File: config.mk
export PLATFORM = sky130hd
export DESIGN_NAME = sprite_row_fetcher
export DESIGN_NICKNAME = d
export VERILOG_FILES = /design/src/rtl/sprite_pkg.sv /design/src/rtl/sprite_line_buf.sv /design/src/rtl/sprite_row_fetcher.sv
export SDC_FILE = /design/constraint.sdc
export NUM_CORES = 1
export LEC_CHECK = 0
export CAP_MARGIN = 20
export CORE_ASPECT_RATIO = 1.25
export CORE_MARGIN = 2
export CORE_UTILIZATION = 50
export DETAILED_ROUTE_END_ITERATION = 10
export PLACE_DENSITY = 0.7
export REMOVE_ABC_BUFFERS = 1
export SETUP_SLACK_MARGIN = 0.15
export SLEW_MARGIN = 20
export SYNTH_ARGS = -nofsm -noshare
export SYNTH_HDL_FRONTEND = slang
export SYNTH_SLANG_ARGS = --single-unit
File: constraint.sdc
create_clock -name Clk -period 5.8 [get_ports Clk]
set_input_delay 1.16 -clock Clk [delete_from_list [all_inputs] [get_ports Clk]]
set_output_delay 1.16 -clock Clk [all_outputs]
set_load 0.01 [all_outputs]
File: src/rtl/sprite_pkg.sv
// rtl/sprite_pkg.sv - shared defaults, data types and fetch states for the sprite row fetcher
package sprite_pkg;

    localparam int SPR_W_DEF  = 70;
    localparam int SPR_H_DEF  = 70;
    localparam int ADDR_W_DEF = 13;
    localparam int PIX_W_DEF  = 5;

    typedef logic [PIX_W_DEF-1:0]  pix_t;
    typedef logic [ADDR_W_DEF-1:0] addr_t;

    typedef enum logic [1:0] {
        IDLE,
        CHECK,
        FETCH,
        DRAIN
    } fetch_state_t;

endpackage

File: src/rtl/sprite_line_buf.sv
// rtl/sprite_line_buf.sv - one sprite row of palette indices, sync write / async read
module sprite_line_buf
    import sprite_pkg::*;
#(
    parameter int DEPTH = SPR_W_DEF,
    parameter int WIDTH = PIX_W_DEF,
    parameter int AW    = $clog2(DEPTH)
) (
    input  logic             clk,
    input  logic             we,
    input  logic [AW-1:0]    waddr,
    input  logic [WIDTH-1:0] wdata,
    input  logic [AW-1:0]    raddr,
    output logic [WIDTH-1:0] rdata
);

    // Contents are deliberately not reset; the fetcher's row_valid gates every read.
    logic [WIDTH-1:0] mem [DEPTH];

    always_ff @(posedge clk) begin
        if (we) begin
            mem[waddr] <= wdata;
        end
    end

    assign rdata = mem[raddr];

endmodule

File: src/rtl/sprite_row_fetcher.sv
// rtl/sprite_row_fetcher.sv - fetches the sprite row for the next line into a buffer and serves pixels by DrawX
// Optional feature: SPRITE_HFLIP_EN adds the flip_h input for horizontal mirroring.
module sprite_row_fetcher
    import sprite_pkg::*;
#(
    parameter int               SPR_W      = SPR_W_DEF,
    parameter int               SPR_H      = SPR_H_DEF,
    parameter int               ADDR_W     = ADDR_W_DEF,
    parameter int               PIX_W      = PIX_W_DEF,
    parameter logic [PIX_W-1:0] TRANSP_IDX = '0
) (
    input  logic              Clk,
    input  logic              Reset_n,
    input  logic              line_start,
    input  logic [9:0]        line_y,
    input  logic [9:0]        sprite_x,
    input  logic [9:0]        sprite_y,
    input  logic [9:0]        DrawX,
`ifdef SPRITE_HFLIP_EN
    input  logic              flip_h,
`endif
    output logic [ADDR_W-1:0] rom_addr,
    input  logic [PIX_W-1:0]  rom_data,
    output logic              busy,
    output logic [PIX_W-1:0]  pixel_idx,
    output logic              pixel_on
);

    localparam int                CW       = $clog2(SPR_W);
    localparam logic [CW-1:0]     COL_LAST = CW'(SPR_W - 1);
    localparam logic [9:0]        SPR_W_C  = 10'(SPR_W);
    localparam logic [9:0]        SPR_H_C  = 10'(SPR_H);
    localparam logic [ADDR_W-1:0] SPR_W_A  = ADDR_W'(SPR_W);

    fetch_state_t      state;
    logic [9:0]        line_y_r;
    logic [ADDR_W-1:0] base_r;
    logic [CW-1:0]     col;
    logic              row_valid;

    logic [10:0]       row_c;
    logic              row_hit;
    logic [ADDR_W-1:0] base_c;
    logic [CW-1:0]     col_next;

    // One extra bit so lines above the sprite show up as negative rows.
    assign row_c    = {1'b0, line_y_r} - {1'b0, sprite_y};
    assign row_hit  = !row_c[10] && (row_c[9:0] < SPR_H_C);
    assign base_c   = ADDR_W'(row_c[9:0]) * SPR_W_A;
    assign col_next = col + CW'(1);

    always_ff @(posedge Clk or negedge Reset_n) begin
        if (!Reset_n) begin
            state     <= IDLE;
            line_y_r  <= '0;
            base_r    <= '0;
            col       <= '0;
            rom_addr  <= '0;
            busy      <= 1'b0;
            row_valid <= 1'b0;
        end else if (line_start) begin
            // A new line always wins, even mid-fetch; the old row is abandoned.
            state    <= CHECK;
            line_y_r <= line_y;
            busy     <= 1'b1;
            if (state != IDLE) begin
                row_valid <= 1'b0;
            end
        end else begin
            case (state)
                IDLE: begin
                end
                CHECK: begin
                    row_valid <= 1'b0;
                    if (row_hit) begin
                        base_r   <= base_c;
                        rom_addr <= base_c;
                        col      <= '0;
                        state    <= FETCH;
                    end else begin
                        busy  <= 1'b0;
                        state <= IDLE;
                    end
                end
                FETCH: begin
                    if (col == COL_LAST) begin
                        state <= DRAIN;
                    end else begin
                        col      <= col_next;
                        rom_addr <= base_r + ADDR_W'(col_next);
                    end
                end
                DRAIN: begin
                    row_valid <= 1'b1;
                    busy      <= 1'b0;
                    state     <= IDLE;
                end
                default: begin
                    busy  <= 1'b0;
                    state <= IDLE;
                end
            endcase
        end
    end

    // ROM data trails its address by one cycle, so each write lands one column behind.
    logic          buf_we;
    logic [CW-1:0] buf_waddr;
    logic [CW-1:0] buf_raddr;
    logic [PIX_W-1:0] buf_rdata;

    assign buf_we    = ((state == FETCH) && (col != '0)) || (state == DRAIN);
    assign buf_waddr = (state == DRAIN) ? COL_LAST : (col - CW'(1));

    logic [10:0] dx_c;
    logic        dx_hit;

    assign dx_c   = {1'b0, DrawX} - {1'b0, sprite_x};
    assign dx_hit = !dx_c[10] && (dx_c[9:0] < SPR_W_C);

`ifdef SPRITE_HFLIP_EN
    logic flip_r;

    always_ff @(posedge Clk or negedge Reset_n) begin
        if (!Reset_n) begin
            flip_r <= 1'b0;
        end else if ((state == CHECK) && !line_start) begin
            flip_r <= flip_h;
        end
    end

    assign buf_raddr = flip_r ? (COL_LAST - dx_c[CW-1:0]) : dx_c[CW-1:0];
`else
    assign buf_raddr = dx_c[CW-1:0];
`endif

    sprite_line_buf #(
        .DEPTH (SPR_W),
        .WIDTH (PIX_W),
        .AW    (CW)
    ) u_line_buf (
        .clk   (Clk),
        .we    (buf_we),
        .waddr (buf_waddr),
        .wdata (rom_data),
        .raddr (buf_raddr),
        .rdata (buf_rdata)
    );

    always_ff @(posedge Clk or negedge Reset_n) begin
        if (!Reset_n) begin
            pixel_idx <= '0;
            pixel_on  <= 1'b0;
        end else if (row_valid && dx_hit) begin
            pixel_idx <= buf_rdata;
            pixel_on  <= (buf_rdata != TRANSP_IDX);
        end else begin
            pixel_idx <= TRANSP_IDX;
            pixel_on  <= 1'b0;
        end
    end

endmodule

==> key figures, run 1 <==
Synth
  • Main flop type after synthesis: edfxtp_1
  • Yosys reg bits: between 400 and 500
  • EDFF count, synth: 350
  • Register area share after synthesis: roughly 64%
  • Average size of a mapped cell: around 16 µm²
  • Synthesized instance count: between 1,000 and 1,500
  • Synth warnings: 0
  • Distinct cells, synth: 67
  • Async S/R FF share, synth: between 10% and 20%
  • Post-synthesis instance area: between 15,000 and 20,000 µm²

GRT
  • Global-route wire length before repair: approximately 60 mm
  • Vias in the first global route: ~10,000
  • Largest net degree at the start of global routing: 71
  • Initial antenna violation count: 0
  • GRT Residual Overflow: 0
  • GRT Util Overall: about 20%

Clock tree
  • Clk buf depth: 3
  • CTS H-tree lvls: 2
  • Number of setup buffers added after CTS: 0
  • TritonCTS clock tree: built
  • Clock Pin Slew Worst Setup and Hold Paths: ~60 ps
  • CTS resizes: 0
  • Hold_buf cts: 0
  • Later-pin clock latency in the skew report: 550 ps
  • Total clock sinks: 401
  • Clock Root Buffer: clkbuf_16
  • CTS buffer count: 40

STA
  • Achievable clock frequency: between 150 and 200 MHz
  • Final number of hold-violating endpoints: 0
  • Relative slew slack: around 34%
  • RSZ-0062 raised after global routing: false
  • Final Max Tran Viols: 0
  • Tmin final: roughly 5400 ps
  • Hold_ws: 491 ps
  • Skew final: 13.1 ps
  • Final setup viols: 0
  • Final period util: between 90% and 100%
  • Worst Max-Slew Pin Slew: between 900 and 1000 ps

Floorplan
  • Core area: between 30,000 and 40,000 µm²
  • Row cnt: 78
  • Die height: about 220 µm
  • Die width: roughly 180 µm
  • Initial Util: between 50% and 60%
  • Ports: 68
  • Die ar.: 38,400 µm²

Cells and area
  • Post-route cell area: roughly 21,000 µm²
  • Nets: about 1,400
  • P&R area growth vs syn: 14.8%
  • Commonest non-fill, non-tap cell in the layout: edfxtp_1
  • Layout cell share with drive strength beyond 1: about a fifth
  • Most frequent cells in the layout: edfxtp_1 (350), nor2_1 (102), mux4_2 (97)
  • Diode count: 0

Drt
  • DR iter-0 viols: 744
  • Post-Route WL: 37.8 mm
  • Remaining DRCs: 0
  • Via count: around 10,000
  • Wire length per cell: 21.6 µm
  • Post-route ant nets: 0
  • First-pass iteration count of the detailed router: 5
  • Drt via density: between 5 and 6

Hold path
  • Worst min-delay path class: reg -> reg
  • Worst hold endpoint: base_r[1]$_DFFE_PN0P_
  • WHS Path Cells: 1
  • HP Start: base_r[1]$_DFFE_PN0P_

Flow run
  • Max_cap viols: 0

Pwr
  • Power share of the combinational group: between 20 and 30%
  • Reg power frac: between 40% and 50%
  • Internal: ~5.8 mW
  • Clock share of power: about a third
  • Pwr dens: 381 nW/µm²
  • Maximum VDD drop: slightly below 600 µV
  • Leak pwr: roughly 7.5 nW
  • Net Switching: ~2.3 mW
  • Switching Share: 28.4%

Critical path
  • Crit end category: register
  • Critical-path maximum fanout: 4
  • Worst R2R Start: line_y_r[0]$_DFFE_PN0P_
  • FF-to-FF End: base_r[12]$_DFFE_PN0P_
  • Worst setup path category: in -> reg
  • Type of origin of the critical path: input port
  • Reg2Reg Setup Slack: roughly 1100 ps
  • Path depth of the worst reg2reg path: 21
  • Crit path DAT: between 5000 and 6000 ps
  • Req. time, crit path: between 6000 and 7000 ps

Placed design
  • RePlAce Congestion: roughly 0.8
  • Port buffer count: 67
  • Hpwl dp: roughly 25 mm
  • Cell Area, Placed: around 20,000 µm²

Run status
  • Status: completed
-- how the worst max path moves through the flow --
stage,startpoint,endpoint,slack (ps),cells after the start
after floorplan,DrawX[0],pixel_on$_DFF_PN0_,-690,8
after global placement,sprite_y[0],base_r[12]$_DFFE_PN0P_,-60,21
after detailed placement,sprite_y[0],base_r[12]$_DFFE_PN0P_,-160,21
after CTS,sprite_y[0],base_r[12]$_DFFE_PN0P_,410,21
after global routing,sprite_y[0],base_r[12]$_DFFE_PN0P_,170,21
final,sprite_y[0],base_r[12]$_DFFE_PN0P_,400,21
-- flip-flops by register name (all words and copies together), names as in the netlist --
signal	count
busy	1
col	6
base_r	12
pixel_idx	5
state	2
pixel_on	1
line_y_r	10
rom_addr	13
row_valid	1
u_line_buf.mem	350
-- synthesized netlist by cell type (all sizes together), types with 5 or more instances --
cell type / number / area share, %
edfxtp: 350 / 57
nor2: 102 / 2.1
mux4: 97 / 12
inv: 70 / 1.4
ha: 62 / 4.2
dfrtp: 51 / 6.9
nand2: 47 / 0.96
mux2i: 41 / 2.2
mux2: 33 / 2.3
o21ai: 31 / 0.84
buf: 24 / 0.92
a21oi: 23 / 0.67
xnor2: 23 / 1.1
o211ai: 18 / 0.73
clkbuf: 16 / 0.33
a21o: 12 / 0.49
nor3: 12 / 0.41
nor2b: 11 / 0.37
nand3: 10 / 0.27
fa: 9 / 0.98
nor3b: 9 / 0.37
xor2: 7 / 0.33
or2: 6 / 0.20
nand2b: 5 / 0.17
nor4: 5 / 0.17
o21a: 5 / 0.20
-- logic make-up after synthesis --
group | count (synthesis) | synth area share [%]
and+or+nand+nor | 221 | 5.58
xor gates and xnor gates | 30 | 1.47
AOI/OAI and AO/OA | 121 | 4.58
adders and majority gates | 71 | 5.20
muxes | 171 | 16.4
DFF | 401 | 64.1
buffers and inverters | 111 | 2.69
-- critical path: stages --
cell             delay [ps]
clkdlybuf4s50_1         470
ha_1                    160
inv_1                    50
fa_1                    400
a21o_1                  180
a21o_1                  220
a211o_1                 300
o311a_1                 170
inv_2                    80
ha_1                    220
ha_1                    280
inv_1                    40
fa_1                    470
inv_1                    40
ha_1                    280
a21boi_0                140
o21ai_0                 260
a21oi_1                 120
or3_1                   360
and2_0                  160
mux2_2                  260
-- power by group through the flow --
stage | Sequential, mW | Clock (mW) | Combinational (mW)
global placement | 3.35 | 0 | 2.17
floorplan | 3.36 | 0 | 1.46
global route | 3.31 | 2.71 | 2.42
finish | 3.30 | 2.56 | 2.18
detailed placement | 3.35 | 0 | 2.20
CTS | 3.30 | 2.60 | 2.21
-- per-stage QoR --
| stage | setup slack, ps | setup TNS (ps) | utilization, % | total power [mW] | instances |
|---|---|---|---|---|---|
| 6_report | 401 | 0 | 58.2 | 8.04 | 1747 |
| 5_1_grt | 170 | 0 | 58.2 | 8.45 | 1747 |
| 4_1_cts | 411 | 0 | 58.2 | 8.11 | 1747 |
| 3_5_place_dp | -158 | -196 | 54.6 | 5.55 | 1673 |
| 3_3_place_gp | -58.2 | -58.2 | 54.6 | 5.52 | 1673 |
| 2_1_floorplan | -686 | -3140 | - | 4.82 | 1086 |
-- area by class of cell --
type	count	area (µm²)
Timing Repair Buffer	107	981
Sequential cell	401	11800
Clock inverter	25	211
Tap cell	480	601
Inverter	71	267
Multi-Input combinational cell	614	6180
Fill cell	2780	15200
Clock buffer	49	1100
-- routing by layer --
metal,wire [µm],vias up,GRT usage (%)
met5,0,-,0
met4,869,0,6.01
met3,2030,54,3.34
met2,19500,282,35.9
met1,15400,5008,26.5
li1,-,4560,-
Note: power is estimated with default switching activity, not from simulation.
==> run 2, diff against run 1 <==
- RECOVER_POWER: unset -> 100
==> run 2 against run 1 <==
  * Clock skew is 2.2 ps higher
  * Largest cell class unchanged
  * The run now ends with max-capacitance violations, max-slew violations left
  * Clock-buffer cell count unchanged
  * Core utilization shrank 0.40 points
==> key figures, run 2 (synthesis results as in run 1) <==
Run status
  • Status: complete, but fails checks
  • Failing checks: max-capacitance violations, max-slew violations

Clock tree
  • Clock Pin Slew Worst Setup and Hold Paths: 60 ps
  • Total clock sinks: between 400 and 500
  • Clock Root Buffer: clkbuf_16
  • Clk buf depth: 3
  • Later-pin clock latency in the skew report: around 550 ps
  • TritonCTS clock tree: built
  • CTS buffer count: 40
  • CTS H-tree lvls: 2
  • Number of setup buffers added after CTS: 0

Cells and area
  • Fillcell total: between 2,000 and 3,000
  • Nets: 1,354
  • Area of the multi-input gates: slightly above 6000 µm²
  • P&R area growth vs syn: 14.0%
  • Most flops, register: u_line_buf.mem
  • Max reg flops: 350
  • Reg area: between 10,000 and 15,000 µm²
  • Post-route cell area: roughly 21,000 µm²
  • Post-route insts no fill: ~1,700
  • Diode count: 0
  • Commonest non-fill, non-tap cell in the layout: edfxtp_1
  • Largest regs: u_line_buf.mem x350, rom_addr x13, base_r x12
  • Most frequent cells in the layout: edfxtp_1 (350), nor2_1 (102), mux4_2 (97)
  • Layout cell share with drive strength beyond 1: 18.3%

Drt
  • Via count: between 9,000 and 10,000
  • Post-Route WL: about 38 mm
  • Remaining DRCs: 0
  • First-pass iteration count of the detailed router: 4
  • DR iter-0 viols: 760
  • Post-route ant nets: 0
  • Wire length per cell: between 20 and 25 µm
  • Drt via density: ~5.7

STA
  • Relative slew slack: -111%
  • Fin Setup TNS: 0 ps
  • Achievable clock frequency: 183 MHz
  • Final setup viols: 0
  • Worst Max-Slew Pin Slew: around 3200 ps
  • RSZ-0062 raised after global routing: false
  • Hold_ws: a little under 500 ps
  • Final Max Tran Viols: slightly above 400
  • Tmin final: 5470 ps
  • Final period util: 94.3%
  • Skew final: roughly 15 ps
  • Final number of hold-violating endpoints: 0

Floorplan
  • Ports: approximately 70
  • Row cnt: just under 80
  • Die width: approximately 180 µm
  • Initial Util: between 50% and 60%
  • Die ar.: 38,400 µm²
  • Core area: about 36,000 µm²
  • Die height: approximately 220 µm

Pwr
  • Switching Share: 28.5%
  • Leak pwr: 7.43 nW
  • Maximum VDD drop: 587 µV
  • Internal: 5.67 mW
  • Power share of the combinational group: 26.1%
  • Pwr dens: ~380 nW/µm²
  • Power Total: between 7 and 8 mW
  • Net Switching: around 2.3 mW
  • Clock share of power: between 30 and 40%
  • Reg power frac: between 40% and 50%

Critical path
  • Buf/Inv on CP: 5
  • Reg2Reg Setup Slack: around 1100 ps
  • Crit path DAT: 5900 ps
  • Worst setup path category: in -> reg
  • Crit-path max cell delay: around 540 ps
  • Critical-path maximum fanout: 4
  • Cell chain of the critical path: dlygate4sd3_1, ha_1, inv_1, fa_1, a21o_1, a21o_1, a211o_1, o311a_1, inv_2, ha_1, ha_1, inv_1, fa_1, inv_1, ha_1, a21boi_0, o21ai_0, a21oi_1, or3_1, and2_0, mux2_2
  • Slowest cell on crit path: dlygate4sd3_1
  • Crit end category: register
  • Type of origin of the critical path: input port
  • CP most frequent cell: ha_1
  • FF-to-FF End: base_r[12]$_DFFE_PN0P_
  • Req. time, crit path: ~6200 ps
  • Worst R2R Start: line_y_r[0]$_DFFE_PN0P_
  • Path depth of the worst reg2reg path: 21
  • CP top delay family: adder cells

GRT
  • GRT Util Overall: 20.5%
  • Largest net degree at the start of global routing: ~70
  • Global-route wire length before repair: 59.7 mm
  • Initial antenna violation count: 0
  • Vias in the first global route: roughly 10,000
  • GRT Residual Overflow: 0

Placed design
  • Hpwl dp: between 20 and 25 mm
  • Port buffer count: 67
  • Cell Area, Placed: between 15,000 and 20,000 µm²
  • RePlAce Congestion: between 0.8 and 0.9
  • Dpl cells: around 1,700

Hold path
  • Worst min-delay path class: reg -> reg
  • Worst hold endpoint: rom_addr[7]$_DFFE_PN0P_
  • HP Start: rom_addr[7]$_DFFE_PN0P_
  • WHS Path Cells: 1

Flow run
  • Max_cap viols: 6
-- run 2: area by class of cell --
| cell class | count | area share (%) |
|---|---|---|
| Inverter | 71 | 1.27 |
| Timing Repair Buffer | 107 | 4.41 |
| Sequential cell | 401 | 56.2 |
| Clock buffer | 49 | 5.23 |
| Tap cell | 480 | 2.86 |
| Multi-Input combinational cell | 614 | 29.0 |
| Clock inverter | 25 | 1.01 |
-- run 2: metrics by stage --
stage	utilization, %	setup slack (ps)
3_3_place_gp	54.6	-58.2
3_5_place_dp	54.6	-158
4_1_cts	58.2	411
2_1_floorplan	-	-686
6_report	57.8	333
5_1_grt	57.8	104
-- run 2: timing repair --
action / 4_1_cts / 5_1_grt
setup endpoints to repair: 0 / 1
resized for setup: 0 / 1
hold buffers: 0 / 0
-- run 2: how the worst max path moves through the flow --
stage,cells past startpoint,end,startpoint
floorplan,8,pixel_on$_DFF_PN0_,DrawX[0]
global placement,21,base_r[12]$_DFFE_PN0P_,sprite_y[0]
detailed placement,21,base_r[12]$_DFFE_PN0P_,sprite_y[0]
CTS,21,base_r[12]$_DFFE_PN0P_,sprite_y[0]
global route,21,base_r[12]$_DFFE_PN0P_,sprite_y[0]
finish,21,base_r[12]$_DFFE_PN0P_,sprite_y[0]
-- run 2: power by group through the flow --
stage                     Combinational (mW)  Clock [mW]  Sequential (mW)
after floorplan                         1.46           0             3.36
after global placement                  2.17           0             3.35
after detailed placement                2.20           0             3.35
after CTS                               2.21        2.60             3.30
after global routing                    2.31        2.71             3.31
final                                   2.07        2.56             3.30
-- run 2: metal layers --
metal  vias up  share of wire, %  GRT usage (%)
met3        53               5.5           3.34
met5         -                 0              0
met1      5034                41           26.5
met2       293                52           35.9
met4         0               2.3           6.01
li1       4560                 -              -
-- run 2: worst register-to-register path, delay by kind of cell, from the launching register on --
kind / cells / cell delay, ps
flops: 1 / 360
buf+inv: 5 / 270
mux: 1 / 260
simple gates: 2 / 520
fa+ha+maj: 6 / 1800
compound gates: 7 / 1390
